$ cat config.mk
export PLATFORM = sky130hd
export DESIGN_NAME = mmio_router
export DESIGN_NICKNAME = d
export VERILOG_FILES = /design/src/rtl/mmio_pkg.sv /design/src/rtl/mmio_addr_decoder.sv /design/src/rtl/mmio_router.sv
export SDC_FILE = /design/constraint.sdc
export NUM_CORES = 1
export LEC_CHECK = 0
export ABC_AREA = 1
export CELL_PAD_IN_SITES_DETAIL_PLACEMENT = 1
export CELL_PAD_IN_SITES_GLOBAL_PLACEMENT = 2
export CORE_MARGIN = 4
export CORE_UTILIZATION = 20
export CTS_CLUSTER_DIAMETER = 50
export DETAILED_ROUTE_END_ITERATION = 10
export PLACE_DENSITY_LB_ADDON = 0.1
export SETUP_SLACK_MARGIN = 0.1
export SLEW_MARGIN = 20
export SYNTH_ARGS = -nofsm -noshare
export SYNTH_HDL_FRONTEND = slang
export SYNTH_SLANG_ARGS = --single-unit
$ cat constraint.sdc
create_clock -name clk -period 3.98 [get_ports clk]
set_input_delay 0.796 -clock clk [delete_from_list [all_inputs] [get_ports clk]]
set_output_delay 0.796 -clock clk [all_outputs]
set_load 0.005 [all_outputs]
$ cat src/rtl/mmio_pkg.sv
// Shared types and default address map for the MMIO router.
package mmio_pkg;

  typedef enum logic [1:0] {
    StIdle,
    StAccess,
    StResp
  } state_e;

  localparam int unsigned DefNCh    = 4;
  localparam int unsigned DefAw     = 32;
  localparam int unsigned DefTimeout = 16;

  // Channel 0 occupies the least-significant AW bits.
  localparam logic [DefNCh*DefAw-1:0] DefBase = {
    32'h0000_0300, 32'h0000_0200, 32'h0000_0100, 32'h0000_0000
  };
  localparam logic [DefNCh*DefAw-1:0] DefMask = {DefNCh{32'hFFFF_FF00}};

  function automatic int unsigned idx_width(input int unsigned n);
    return (n > 1) ? $clog2(n) : 1;
  endfunction

endpackage

$ cat src/rtl/mmio_addr_decoder.sv
// Combinational base/mask address decoder; lowest matching channel wins.
module mmio_addr_decoder
  import mmio_pkg::*;
#(
  parameter int unsigned          N_CH = DefNCh,
  parameter int unsigned          AW   = DefAw,
  parameter logic [N_CH*AW-1:0]   BASE = DefBase,
  parameter logic [N_CH*AW-1:0]   MASK = DefMask,
  parameter int unsigned          IdxW = idx_width(N_CH)
) (
  input  logic [AW-1:0]   addr_i,
  output logic [N_CH-1:0] hit_o,
  output logic [IdxW-1:0] idx_o,
  output logic            mapped_o
);

  always_comb begin
    hit_o = '0;
    for (int i = 0; i < N_CH; i++) begin
      hit_o[i] = (addr_i & MASK[i*AW +: AW]) == BASE[i*AW +: AW];
    end
  end

  // Scan downwards so the lowest hit is the last one written.
  always_comb begin
    idx_o    = '0;
    mapped_o = 1'b0;
    for (int i = N_CH - 1; i >= 0; i--) begin
      if (hit_o[i]) begin
        idx_o    = IdxW'(i);
        mapped_o = 1'b1;
      end
    end
  end

endmodule

$ cat src/rtl/mmio_router.sv
// Routes single CPU MMIO requests to one of N_CH peripherals with wait states,
// timeout abort and a sticky error flag.
module mmio_router
  import mmio_pkg::*;
#(
  parameter int unsigned        N_CH    = DefNCh,
  parameter int unsigned        AW      = DefAw,
  parameter int unsigned        DW      = 32,
  parameter logic [N_CH*AW-1:0] BASE    = DefBase,
  parameter logic [N_CH*AW-1:0] MASK    = DefMask,
  parameter int unsigned        TIMEOUT = DefTimeout
) (
  input  logic             clk,
  input  logic             reset,
  input  logic [AW-1:0]    cpu_addr,
  input  logic [DW-1:0]    cpu_wdata,
  input  logic             cpu_we,
  input  logic             cpu_re,
  output logic [DW-1:0]    cpu_rdata,
  output logic             cpu_stall,
  output logic [AW-1:0]    periph_addr,
  output logic [DW-1:0]    periph_wdata,
  output logic [N_CH-1:0]  periph_we,
  output logic [N_CH-1:0]  periph_re,
  input  logic [N_CH*DW-1:0] periph_rdata,
  input  logic [N_CH-1:0]  periph_ready,
  output logic             err,
  input  logic             err_clear
);

  localparam int unsigned IdxW = idx_width(N_CH);
  localparam int unsigned CntW = $clog2(TIMEOUT) + 1;

  state_e          state_q, state_d;
  logic [AW-1:0]   addr_q, addr_d;
  logic [DW-1:0]   wdata_q, wdata_d;
  logic            op_we_q, op_we_d;
  logic [IdxW-1:0] ch_q, ch_d;
  logic [CntW-1:0] cnt_q, cnt_d;
  logic [DW-1:0]   rdata_q, rdata_d;
  logic            err_q, err_d;

  logic [N_CH-1:0] dec_hit;
  logic [IdxW-1:0] dec_idx;
  logic            dec_mapped;
  logic            req;
  logic            stall;
  logic            err_set;
  logic            sel_ready;
  logic [DW-1:0]   sel_rdata;
  logic [N_CH-1:0] ch_onehot;

  mmio_addr_decoder #(
    .N_CH (N_CH),
    .AW   (AW),
    .BASE (BASE),
    .MASK (MASK),
    .IdxW (IdxW)
  ) u_decoder (
    .addr_i   (cpu_addr),
    .hit_o    (dec_hit),
    .idx_o    (dec_idx),
    .mapped_o (dec_mapped)
  );

  // A write takes precedence when both strobes are raised.
  assign req       = cpu_we | cpu_re;
  assign sel_ready = periph_ready[ch_q];
  assign sel_rdata = periph_rdata[ch_q*DW +: DW];
  assign ch_onehot = N_CH'(1) << ch_q;

  always_comb begin
    state_d = state_q;
    addr_d  = addr_q;
    wdata_d = wdata_q;
    op_we_d = op_we_q;
    ch_d    = ch_q;
    cnt_d   = cnt_q;
    rdata_d = rdata_q;
    err_set = 1'b0;
    stall   = 1'b0;

    unique case (state_q)
      StIdle: begin
        cnt_d = '0;
        if (req && dec_mapped) begin
          addr_d  = cpu_addr;
          wdata_d = cpu_wdata;
          op_we_d = cpu_we;
          ch_d    = dec_idx;
          stall   = 1'b1;
          state_d = StAccess;
        end else if (req && ~|dec_hit) begin
          err_set = 1'b1;
          if (!cpu_we) rdata_d = '0;
        end
      end
      StAccess: begin
        stall = 1'b1;
        cnt_d = cnt_q + CntW'(1);
        if (sel_ready) begin
          if (!op_we_q) rdata_d = sel_rdata;
          state_d = StResp;
        end else if (cnt_q == CntW'(TIMEOUT - 1)) begin
          err_set = 1'b1;
          if (!op_we_q) rdata_d = '0;
          state_d = StResp;
        end
      end
      StResp: begin
        state_d = StIdle;
      end
      default: begin
        state_d = StIdle;
      end
    endcase

    if (err_set)        err_d = 1'b1;
    else if (err_clear) err_d = 1'b0;
    else                err_d = err_q;
  end

  always_ff @(posedge clk or posedge reset) begin
    if (reset) begin
      state_q <= StIdle;
      addr_q  <= '0;
      wdata_q <= '0;
      op_we_q <= 1'b0;
      ch_q    <= '0;
      cnt_q   <= '0;
      rdata_q <= '0;
      err_q   <= 1'b0;
    end else begin
      state_q <= state_d;
      addr_q  <= addr_d;
      wdata_q <= wdata_d;
      op_we_q <= op_we_d;
      ch_q    <= ch_d;
      cnt_q   <= cnt_d;
      rdata_q <= rdata_d;
      err_q   <= err_d;
    end
  end

  // Stall is combinational in IDLE, so gate it so reset forces it low at once.
  assign cpu_stall    = stall & ~reset;
  assign periph_we    = (state_q == StAccess && op_we_q)  ? ch_onehot : '0;
  assign periph_re    = (state_q == StAccess && !op_we_q) ? ch_onehot : '0;
  assign periph_addr  = addr_q;
  assign periph_wdata = wdata_q;
  assign cpu_rdata    = rdata_q;
  assign err          = err_q;

endmodule
Yosys cells after proc, flatten, opt, wreduce, memory -nomap -nowiden
Index checks and enable logic that the tools add are counted.
{ "word_totals": {"elab_cells": 75, "inputBits": 201, "regBits": 107} }
{ "op_classes": {"n_shift": 2, "addsub": 1, "n_mux": 34, "order_cmp": 1, "n_bitwise": 3, "reduce_logical": 14, "eq_ne": 12} }
{ "ops": {"columns": ["cell", "count"], "rows": [
  ["2-to-1 mux 32 bit", 7],
  ["variable part select 128 x 8 -> 32 bit", 1],
  ["one-hot mux 32 bit (2 select lines)", 1],
  ["== test 24 x 2 -> 1 bit, second input constant", 2],
  ["zero test 32 bit", 1],
  ["== test 24 x 1 -> 1 bit, second input constant", 1],
  ["2-to-1 mux 2 bit", 7],
  ["2-to-1 mux 1 bit", 12],
  ["one-hot mux 5 bit (2 select lines)", 1],
  ["!= test 3 bit, second input constant", 3],
  ["2-to-1 mux 4 bit", 2],
  ["!= test 2 bit, second input constant", 4],
  ["AND reduction 7 bit", 1],
  ["adder 5 x 1 -> 5 bit, second input constant", 1],
  ["== test 5 x 4 -> 1 bit, second input constant", 1],
  ["logical AND 1 bit", 4],
  ["one-hot mux 1 bit (2 select lines)", 2],
  ["one-hot mux 2 bit (2 select lines)", 1],
  ["AND reduction 2 bit", 2],
  ["nonzero test 2 bit", 2],
  ["OR reduction 4 bit", 1],
  ["left shift 1 x 2 -> 4 bit, first input constant", 1],
  ["less-than comparator 2 x 3 -> 1 bit, second input constant", 1],
  ["binary-select mux 1 bit (select 2 bit)", 1],
  ["other kinds (6)", 7]
]} }

Depth between registers and ports, before layout
Gate-level depths: netlist of run 1.
{ "depth": {"ltp_word": 9, "depth_mapped": 13, "ltp_nobuf": 11} }

Cells and area by module
From an unflattened synthesis of run 1, not the netlist that was laid out.
{ "hier_totals": {"cells_unflattened": 863, "area_unflattened_um2": 6020.8} }
{ "by_module_without_submodules": {"columns": ["module", "instances", "seq_area_each_um2", "area_per_inst_um2", "cells_each"], "rows": [
  ["mmio_router", 1, 2677.6, 5793.1, 811],
  ["mmio_addr_decoder", 1, 0.0, 227.7, 52]
]} }

Least setup slack after synthesis of run 1
Ideal clock, no wire load.
{ "synth_timing": {"kind": "input -> output", "startpoint": "input cpu_addr[14]", "endpoint": "output cpu_stall", "n_path_buf": 2, "t_arrival_ps": 1881, "t_required_ps": 3184, "setup_slack_ps": 1303, "path_stages": 9, "cell_sequence": "nor2_1 > nand2_1 > nor2_1 > nand4_1 > nand2_1 > nand3_1 > buf_2 > buf_2 > a21oi_1"} }
{ "synth_via": {"elab_chain_len": 9} }
{ "synth_rtl": {"columns": ["element", "line", "text"], "rows": [
  ["start, declared", "mmio_router.sv:15", "input logic [AW-1:0] cpu_addr,"],
  ["== test 24 x 2 -> 1 bit", "mmio_addr_decoder.sv:20", "hit_o[i] = (addr_i & MASK[i*AW +: AW]) == BASE[i*AW +: AW];"],
  ["2-to-1 mux 1 bit (3 in a row)", "mmio_addr_decoder.sv:29", "if (hit_o[i]) begin"],
  ["2-to-1 mux 1 bit (*)", "mmio_addr_decoder.sv:29", null],
  ["logical AND 1 bit (*)", "mmio_router.sv:86", "if (req && dec_mapped) begin"],
  ["2-to-1 mux 1 bit (*)", "mmio_router.sv:86", null],
  ["one-hot mux 1 bit (2 select lines) (*)", "mmio_router.sv:83", "unique case (state_q)"],
  ["AND 1 bit (*)", "mmio_router.sv:146", "assign cpu_stall = stall & ~reset;"],
  ["end, declared", "mmio_router.sv:20", "output logic cpu_stall,"]
]} }
Every way passes the cells marked *; elsewhere a longest branch is shown, timed or not.

Final worst setup path of run 1
{ "layout_timing": {"startpoint": "input cpu_addr[21]", "endpoint": "output cpu_stall"} }
The elaborated chain is that of the path after synthesis.

==> summary.txt, run 1 <==
Run status
  • Result of the run: complete, no violations

Place
  • IO buf count: a little over 300
  • Gpl congestion: around 0.73
  • Detailed-placement wirelength estimate: ~18,000 um
  • Area after detailed placement: between 0.008 and 0.009 mm^2
  • Setup slack at placement: roughly 0.48 ns
  • Placed Cells incl. Taps: roughly 1,400

Floorplanning
  • Effective utilization at floorplan: 20.3%
  • Overall die width: roughly 170 um
  • I/O Pins: around 310
  • Floorplan die area: 0.0301 mm^2
  • Floorplan die height: between 150 and 200 um
  • Floorplan Core Area: 0.0270 mm^2
  • Number of core rows: 60

GRT
  • Global-route wire length before repair: 36,500 um
  • Vias in the first global route: slightly above 6,000
  • Maximum number of pins on one net before global-route repair: 112
  • Global-route usage over all layers: 15.2%
  • Remaining Overflow, GRT: 0
  • Initial antenna violation count: 0

Logic synthesis
  • Post-synth top area share: 49.0%
  • Top cells by count, synth: nand2_1, dfrtp_1, inv_1, nor2_1, o21ai_0
  • Cell type with the largest total area after synthesis: dfrtp_1
  • Proportion of synthesized flip-flops having asynchronous set or reset: between 90% and 100%
  • Number of warning messages in the yosys log: 0
  • Number of flip-flops and latches in the synthesized netlist: around 110
  • Ys flop type: dfrtp_1
  • Area contributors post-synth: dfrtp_1, nand2_1, inv_1
  • Cell variety after synth: 25
  • Number of enable-type register cells in the synthesized netlist: 0
  • Most instantiated library cell after synthesis: nand2_1
  • Synth Net Count: 954
  • Count of mapped cells out of synthesis: 751
  • Per-instance average area after synthesis: 7.28 um^2
  • Sequential cell area fraction in the yosys report: 49.0%
  • Netlist Area Pre-Place: around 0.0055 mm^2

STA
  • Period minus WS final: approximately 3.5 ns
  • Highest clock rate: ~290 MHz
  • Worst rel slew slack: about a third
  • Setup repair after global routing missed its margin: no
  • Final-report max-slew violation count: 0
  • Setup_tns: 0 ns
  • Transition at the pin with the smallest max-transition slack: 1.02 ns
  • Hold Violations, Final: 0
  • Crit path setup slack, layout: 0.505 ns
  • Share of the clock period used by the worst path after layout: 87.3%
  • Fin Hold WS: between 0.4 and 0.5 ns
  • Worst Clk Skew: ~0.018 ns
  • Setup Viol. Count Final: 0

Clock tree
  • Count of cells resized by post-cts repair: 0
  • Clock tree root driver cell: clkbuf_16
  • Clock sinks: roughly 110
  • Number of buffers between clock root and the deepest sink: 2
  • CTS tree: done
  • Latest clock arrival within the worst-skew pair: approximately 0.36 ns
  • Buffer count from post-CTS setup fixing: 0
  • CTS Hold Bufs: 0
  • Num CTS Buffers: 9
  • H-tree levels: 3
  • Reg clk slew, reported paths: about 0.080 ns

Power
  • Power density over the cells: between 200 and 300 mW/mm^2
  • Leak Pwr: 4.48 nW
  • VDD IR max: ~160 uV

Layout
  • Layout Area Growth over Synthesis: 68.1%
  • Fraction of final layout cells with drive strength greater than 1: a little under 4%
  • Final instance count without filler cells: roughly 1,400
  • Number of nets in the layout: between 1,000 and 1,500
  • # diodes: 0
  • Final instance area: a little over 0.009 mm^2
  • Number of filler instances in the final layout: 3,238

Hold path
  • HP Class: register to register

Detailed routing
  • Via/cell ratio: between 4 and 5
  • Routed wire length: roughly 23,000 um
  • Final antenna-violating net count: 0
  • 1st-pass router iterations: 4
  • Wirelength per Cell: between 15 and 20 um
  • Initial drt markers: 230
  • Overall via count from detail_route: 5,799
  • Number of design rule violations left after detail routing: 0

Critical path
  • Element type at the critical path end: output pin
  • Largest fanout on the critical path: 4
  • Data arrival time of the critical path: ~2.7 ns
  • Req. time, crit path: 3.18 ns
  • Startpoint type of the worst setup path: primary input
  • Crit path kind: primary input to output pin

Run
  • Maximum capacitance violations: 0
==> worst max-delay path, cell delays in order <==
cell and delay (ns):
clkdlybuf4s50_1 0.42, nor2_1 0.11, nand3_1 0.08, nor2_1 0.13
nand4_1 0.18, nand2_1 0.18, nand3_4 0.08, a21oi_1 0.15
clkdlybuf4s50_1 0.55
==> where the power goes <==
group	switching (mW)	leakage (nW)	total [mW]	internal, mW
Clock	0.471	0.148	0.932	0.460
Combinational	0.101	2.84	0.297	0.196
Sequential	0.000219	1.49	1.09	1.09
Total	0.573	4.48	2.32	1.74
==> per-layer routing <==
layer	part of all wire, %	up-vias	GRT usage [%]
met1	44	2687	18.9
met4	0.76	0	2.99
met3	7.7	9	4.58
li1	-	2925	-
met5	0	-	0
met2	48	178	26.3
==> logic make-up after synthesis <==
family | Yosys count | synth area share [%]
simple gates | 391 | 29.5
buf+inv | 152 | 11.1
flops | 107 | 49.0
compound gates | 99 | 10.1
fa+ha+maj | 2 | 0.457
==> stage by stage <==
stage	util, %	power (mW)
after global placement	33.0	1.41
after CTS	34.1	2.37
after global routing	34.1	2.43
after detailed placement	33.0	1.41
final	34.1	2.32
after floorplan	-	1.18
==> worst paths after layout <==
| kind | depth (start not counted) | slack, ns | to | start |
|---|---|---|---|---|
| worst max-delay path | 9 | 0.51 | cpu_stall | cpu_addr[21] |
| worst min-delay path | 2 | 0.47 | periph_addr[13]$_DFFE_PP0P_ | periph_addr[13]$_DFFE_PP0P_ |
| worst max register to register | 11 | 1.27 | cpu_rdata[3]$_DFFE_PP0P_ | ch_q[0]$_DFFE_PP0P_ |
| worst min register to register | 2 | 0.47 | periph_addr[13]$_DFFE_PP0P_ | periph_addr[13]$_DFFE_PP0P_ |
| max in group asynchronous | 3 | 2.22 | periph_wdata[19]$_DFFE_PP0P_ | reset |
| min in group asynchronous | 2 | 0.89 | ch_q[0]$_DFFE_PP0P_ | reset |
==> cell usage in the layout (no fill, tap or decap), types with 4 or more instances in the layout <==
master           Yosys  final
a211oi_1            20     20
a21oi_1             29     29
buf_4                4     14
clkbuf_16            0      9
clkdlybuf4s50_1      0    306
dfrtp_1            107    107
inv_1              107    106
inv_2                4      4
nand2_1            257    257
nand3_1             19     18
nand4_1             36     36
nor2_1              70     70
o21ai_0             46     46
==> sequential cells by signal (all words and copies together) (netlist names) <==
signal and cells:
periph_addr 32, state_q 2, ch_q 2, cnt_q 5, op_we_q 1, periph_wdata 32
cpu_rdata 32, err 1
==> area by class of cell <==
class | instances | area [um^2] | share of cell area, %
Timing Repair Buffer | 320 | 3170 | 34.5
Sequential cell | 107 | 2680 | 29.1
Multi-Input combinational cell | 492 | 2200 | 23.9
Tap cell | 341 | 427 | 4.64
Inverter | 111 | 419 | 4.56
Clock buffer | 10 | 239 | 2.60
Clock inverter | 6 | 62.6 | 0.681
Power figures use the tool's default switching activity.
==> run 2: changes to the inputs <==
CTS_BUF_LIST = sky130_fd_sc_hd__clkbuf_8   (was default)
==> run 2 against run 1 <==
- flip-flop and latch count did not move
- critical endpoint unchanged
- critical path depth did not move
- sequential power barely moved
- die area did not move
- sequential share of layout area rose by 0.32 points
- via count fell by 0.21%
- setup slack barely moved
==> summary.txt, run 2 (synthesis results as in run 1) <==
Critical path
  • Depth of the worst register-to-register path: 11 (unchanged)
  • Critical path buffer and inverter count: 2 (unchanged)
  • Req. time, crit path: 3.18 ns (about the same)
  • Largest fanout on the critical path: 4 (unchanged)
  • Chain of cells forming the critical path: clkdlybuf4s50_1, nor2_1, nand3_1, nor2_1, nand4_1, nand2_1, nand3_4, a21oi_1, clkdlybuf4s50_1
  • Crit path kind: primary input to output pin
  • Delay of the slowest cell on the worst path: 0.55 ns (about the same)
  • Delay-heaviest family, CP: buffers and inverters
  • Data arrival time of the critical path: 2.68 ns (about the same)
  • Element type at the critical path end: output pin
  • Startpoint type of the worst setup path: primary input
  • Worst-path cell with the longest stage delay: clkdlybuf4s50_1
  • Levels on crit path: 9 (unchanged)

Detailed routing
  • 1st-pass router iterations: 4 (unchanged)
  • Via/cell ratio: 4.17 (-0.21%)
  • Final antenna-violating net count: 0 (unchanged)
  • Wirelength per Cell: 16.7 um (-0.20%)
  • Overall via count from detail_route: 5,787 (-0.21%)
  • Number of design rule violations left after detail routing: 0 (unchanged)
  • Routed wire length: 23,200 um (-0.20%)
  • Initial drt markers: 248 (+7.8%)

STA
  • Worst Clk Skew: 0.0204 ns (+0.00293 ns)
  • Crit path setup slack, layout: 0.505 ns (-0.000355 ns)
  • Hold Violations, Final: 0 (unchanged)
  • Setup_tns: 0 ns (unchanged)
  • Worst rel slew slack: 33.9% (+1.9 points)
  • Period minus WS final: 3.47 ns (+0.000355 ns)
  • Share of the clock period used by the worst path after layout: 87.3% (about the same)
  • Transition at the pin with the smallest max-transition slack: 0.991 ns (-0.0290 ns)
  • Final-report max-slew violation count: 0 (unchanged)
  • Highest clock rate: 288 MHz (about the same)
  • Fin Hold WS: 0.474 ns (+0.00822 ns)
  • Setup Viol. Count Final: 0 (unchanged)
  • Setup repair after global routing missed its margin: no

Floorplanning
  • Overall die width: 173 um (unchanged)
  • Floorplan die height: 173 um (unchanged)
  • Floorplan die area: 0.0301 mm^2 (unchanged)
  • Effective utilization at floorplan: 20.3% (unchanged)
  • I/O Pins: 307 (unchanged)
  • Number of core rows: 60 (unchanged)
  • Floorplan Core Area: 0.0270 mm^2 (unchanged)

Layout
  • Final instance area: 0.00909 mm^2 (-1.1%)
  • Top library cells by usage in the layout, fill and taps aside: clkdlybuf4s50_1, nand2_1, dfrtp_1
  • Fraction of final layout cells with drive strength greater than 1: 3.92% (unchanged)
  • Number of filler instances in the final layout: 3,241 (+0.093%)
  • Finished Core Util: 33.7% (-0.38 points)
  • Leading cell type in the layout, fill and taps excluded: clkdlybuf4s50_1
  • # diodes: 0 (unchanged)
  • Number of nets in the layout: 1,244 (unchanged)
  • Layout Area Growth over Synthesis: 66.2%
  • Final instance count without filler cells: 1,387 (unchanged)

Power
  • Total chip power: 2.09 mW (-9.6%)
  • VDD IR max: 133 uV (-18%)
  • Power density over the cells: 230 mW/mm^2 (-8.6%)
  • Leak Pwr: 4.43 nW (-1.0%)

Clock tree
  • Buffer count from post-CTS setup fixing: 0 (unchanged)
  • Clock tree root driver cell: clkbuf_8
  • Count of cells resized by post-cts repair: 0 (unchanged)
  • Num CTS Buffers: 9 (unchanged)
  • H-tree levels: 3 (unchanged)
  • Number of buffers between clock root and the deepest sink: 2 (unchanged)
  • Reg clk slew, reported paths: 0.11 ns (+0.03 ns)
  • CTS tree: done
  • Clock sinks: 107 (unchanged)
  • Latest clock arrival within the worst-skew pair: 0.40 ns (+0.04 ns)
  • CTS Hold Bufs: 0 (unchanged)

GRT
  • Vias in the first global route: 6,152 (-0.53%)
  • Remaining Overflow, GRT: 0 (unchanged)
  • Global-route wire length before repair: 36,400 um (-0.34%)
  • Global-route usage over all layers: 15.2% (-0.054 points)
  • Maximum number of pins on one net before global-route repair: 112 (unchanged)
  • Initial antenna violation count: 0 (unchanged)

Hold path
  • HP Class: register to register
  • Hold Path Depth: 2 (unchanged)

Place
  • Area after detailed placement: 0.00889 mm^2 (unchanged)
  • Detailed-placement wirelength estimate: 17,600 um (unchanged)
  • IO buf count: 306 (unchanged)
  • Placed Cells incl. Taps: 1,371 (unchanged)
  • Gpl congestion: 0.731 (unchanged)
  • Setup slack at placement: 0.480 ns (unchanged)

Run
  • Maximum capacitance violations: 0 (unchanged)

Run status
  • Result of the run: complete, no violations
-- run 2: cell type report --
cell class | instances | area [um^2] | area share [%]
repair buffers | 320 | 3170 | 34.8
flip-flops and latches | 107 | 2680 | 29.5
multi-input cells | 492 | 2200 | 24.2
well taps | 341 | 427 | 4.69
inverters | 111 | 419 | 4.61
clock buffers | 10 | 138 | 1.51
clock inverters | 6 | 62.6 | 0.688
-- run 2: worst paths after layout --
check / start / end / slack [ns]
setup / recovery: cpu_addr[21] / cpu_stall / 0.51
hold / removal: periph_addr[13]$_DFFE_PP0P_ / periph_addr[13]$_DFFE_PP0P_ / 0.47
setup reg to reg: ch_q[0]$_DFFE_PP0P_ / cpu_rdata[3]$_DFFE_PP0P_ / 1.27
hold reg to reg: periph_addr[13]$_DFFE_PP0P_ / periph_addr[13]$_DFFE_PP0P_ / 0.47
max in group asynchronous: reset / periph_wdata[19]$_DFFE_PP0P_ / 2.27
min in group asynchronous: reset / state_q[0]$_DFFE_PP0P_ / 0.83
-- run 2: per-layer routing --
layer,up-vias,global-route usage (%),wire length [um]
li1,2924,-,-
met1,2680,18.8,10100
met2,173,26.3,11200
met3,10,5.04,1840
met4,0,2.19,138
met5,-,0,0
-- run 2: worst register-to-register path: stages (launching register included) --
cell,delay [ns]
dfrtp_1,0.46
inv_2,0.17
nor2_4,0.48
nand2_1,0.17
nand2_1,0.10
nor2_1,0.06
nand3b_1,0.10
nand2_1,0.07
inv_2,0.07
nand3_2,0.60
nand2_1,0.26
nand2_1,0.08
-- run 2: where the power goes --
| part | total (mW) | leakage, nW | internal [mW] | switching [mW] |
|---|---|---|---|---|
| clock | 0.709 | 0.102 | 0.262 | 0.447 |
| sequential | 1.09 | 1.49 | 1.09 | 0.000219 |
| combinational | 0.297 | 2.84 | 0.196 | 0.101 |
| total | 2.09 | 4.43 | 1.55 | 0.548 |
==> run 3: changes to the inputs <==
REMOVE_ABC_BUFFERS = 1   (was default)
==> run 3 against run 2 <==
- clock power is 4.5% lower
- count of clock-buffer cells in the layout is 1 lower
- sequential share of layout area hardly changed
- register-to-register slack hardly changed
- die area stayed put
- hold slack better by 0.0016 ns
- critical path depth stayed put
- utilization hardly changed
- wire length is 0.87% lower
- global-route usage is 0.23 points higher
- combinational power hardly changed
==> summary.txt, run 3 (synthesis results as in run 1) <==
Critical path
  • Worst-path cell with the longest stage delay: clkdlybuf4s50_1
  • Startpoint type of the worst setup path: primary input
  • Delay of the slowest cell on the worst path: 0.52 ns (-0.03 ns)
  • Data arrival time of the critical path: 2.69 ns (about the same)
  • Req. time, crit path: 3.18 ns (about the same)
  • Chain of cells forming the critical path: clkdlybuf4s50_1, nor2_1, nand3_1, nor2_1, nand4_1, nand2_1, nand3_4, a21oi_1, clkdlybuf4s50_1
  • Element type at the critical path end: output pin
  • Crit path kind: primary input to output pin
  • Largest fanout on the critical path: 4 (unchanged)
  • Slack of the worst reg-to-reg path: 1.27 ns (about the same)
  • Origin of the critical flop-to-flop path: ch_q[1]$_DFFE_PP0P_
  • First element of the critical path: cpu_addr[21]

Layout
  • Layout Area Growth over Synthesis: 66.1% (about the same)
  • Top library cells by usage in the layout, fill and taps aside: clkdlybuf4s50_1, nand2_1, inv_1, dfrtp_1, nor2_1
  • Fraction of final layout cells with drive strength greater than 1: 3.73% (-0.19 points)
  • Leading cell type in the layout, fill and taps excluded: clkdlybuf4s50_1
  • Number of nets in the layout: 1,243 (-0.080%)
  • Number of filler instances in the final layout: 3,235 (-0.19%)

Floorplanning
  • Effective utilization at floorplan: 20.3% (unchanged)
  • Number of core rows: 60 (unchanged)
  • Floorplan Core Area: 0.0270 mm^2 (unchanged)
  • Floorplan die height: 173 um (unchanged)
  • Floorplan die area: 0.0301 mm^2 (unchanged)
  • I/O Pins: 307 (unchanged)
  • Overall die width: 173 um (unchanged)

GRT
  • Vias in the first global route: 6,200 (+0.78%)
  • Met1 track demand over resource: 20.1% (+1.3 points)
  • Initial antenna violation count: 2 (+2)
  • Global-route wire length before repair: 36,600 um (+0.59%)
  • Global-route usage over all layers: 15.4% (+0.23 points)
  • GR Layer Usage met2: 24.9% (-1.4 points)
  • Maximum number of pins on one net before global-route repair: 87 (-22%)
  • GR peak layer: met2
  • Remaining Overflow, GRT: 0 (unchanged)
  • Met3 track demand over resource in global routing: 4.73% (-0.31 points)

STA
  • Setup repair after global routing missed its margin: no
  • Transition at the pin with the smallest max-transition slack: 0.795 ns (-0.196 ns)
  • Setup Viol. Count Final: 0 (unchanged)
  • Hold Violations, Final: 0 (unchanged)
  • Share of the clock period used by the worst path after layout: 87.7% (+0.35 points)
  • Setup_tns: 0 ns (unchanged)
  • Worst rel slew slack: 47.0% (+13 points)
  • Period minus WS final: 3.49 ns (+0.0138 ns)
  • Worst Clk Skew: 0.0195 ns (-0.000923 ns)
  • Highest clock rate: 287 MHz (-0.40%)
  • Final-report max-slew violation count: 0 (unchanged)

Clock tree
  • Clock sinks: 107 (unchanged)
  • H-tree levels: 3 (unchanged)
  • Clock tree root driver cell: clkbuf_8
  • CTS tree: done
  • Count of cells resized by post-cts repair: 0 (unchanged)
  • Reg clk slew, reported paths: 0.11 ns (about the same)
  • Latest clock arrival within the worst-skew pair: 0.39 ns (about the same)
  • Num CTS Buffers: 9 (unchanged)
  • CTS Hold Bufs: 0 (unchanged)
  • Number of buffers between clock root and the deepest sink: 2 (unchanged)
  • Buffer count from post-CTS setup fixing: 0 (unchanged)

Power
  • Total chip power: 2.06 mW (-1.5%)
  • Power density over the cells: 227 mW/mm^2 (-1.4%)
  • VDD IR max: 134 uV (+0.38%)
  • Leak Pwr: 4.42 nW (-0.14%)

Detailed routing
  • Wirelength per Cell: 16.6 um (-0.87%)
  • Final antenna-violating net count: 0 (unchanged)
  • Number of design rule violations left after detail routing: 0 (unchanged)
  • Overall via count from detail_route: 5,788 (+0.017%)
  • Initial drt markers: 326 (+31%)
  • Via/cell ratio: 4.17 (about the same)
  • 1st-pass router iterations: 4 (unchanged)
  • Routed wire length: 23,000 um (-0.87%)

Run status
  • Result of the run: complete, no violations

Place
  • Gpl congestion: 0.695 (-4.9%)
  • Detailed-placement wirelength estimate: 17,000 um (-3.4%)
  • IO buf count: 306 (unchanged)

Hold path
  • Startpoint of the worst hold path: periph_addr[24]$_DFFE_PP0P_
  • HP Class: register to register

Run
  • Maximum capacitance violations: 0 (unchanged)
## run 3: final cells by class
cell class	count	area, um^2	share of cell area [%]
well taps	341	427	4.70
multi-input cells	492	2200	24.3
repair buffers	319	3170	34.9
clock buffers	9	124	1.36
diodes	1	2.50	0.0275
flip-flops and latches	107	2680	29.5
clock inverters	7	57.6	0.634
inverters	111	419	4.61
## run 3: worst max-delay path, delay by kind of cell
family | cells | cell delay [ns]
AND/OR/NAND/NOR | 6 | 0.82
buffers and inverters | 2 | 0.94
AO/OA/AOI/OAI | 1 | 0.14
## run 3: layer usage
metal / routed length (um) / vias up
met3: 1920 / 17
met1: 10400 / 2643
met4: 287 / 2
li1: - / 2922
met5: 8 / -
met2: 10400 / 204
## run 3: path summary, 6_finish.rpt
check                           cells after the start                     endpoint
worst max-delay path                                9                    cpu_stall
worst min-delay path                                2  periph_addr[24]$_DFFE_PP0P_
worst max register to register                     11    cpu_rdata[20]$_DFFE_PP0P_
worst min register to register                      2  periph_addr[24]$_DFFE_PP0P_
max in group asynchronous                           3     cpu_rdata[1]$_DFFE_PP0P_
min in group asynchronous                           2              err$_DFFE_PP0P_
## run 3: per-stage QoR
| step | utilization [%] | area (um^2) | worst slack (ns) | hold WS, ns | std cells |
|---|---|---|---|---|---|
| after floorplan | - | 5280 | -0.387 | 0.444 | 710 |
| after global placement | 33.0 | 8900 | 0.510 | 0.448 | 1370 |
| after detailed placement | 33.0 | 8900 | 0.484 | 0.451 | 1370 |
| after CTS | 33.7 | 9080 | 0.476 | 0.480 | 1386 |
| after global routing | 33.7 | 9080 | 0.353 | 0.498 | 1387 |
| final | 33.7 | 9080 | 0.491 | 0.476 | 1387 |
## run 3: power by group
part	switching [mW]	internal (mW)	leakage (nW)	total (mW)
logic	0.102	0.196	2.84	0.299
clock network	0.437	0.240	0.0944	0.677
registers	0.000254	1.09	1.49	1.09
total	0.540	1.52	4.42	2.06
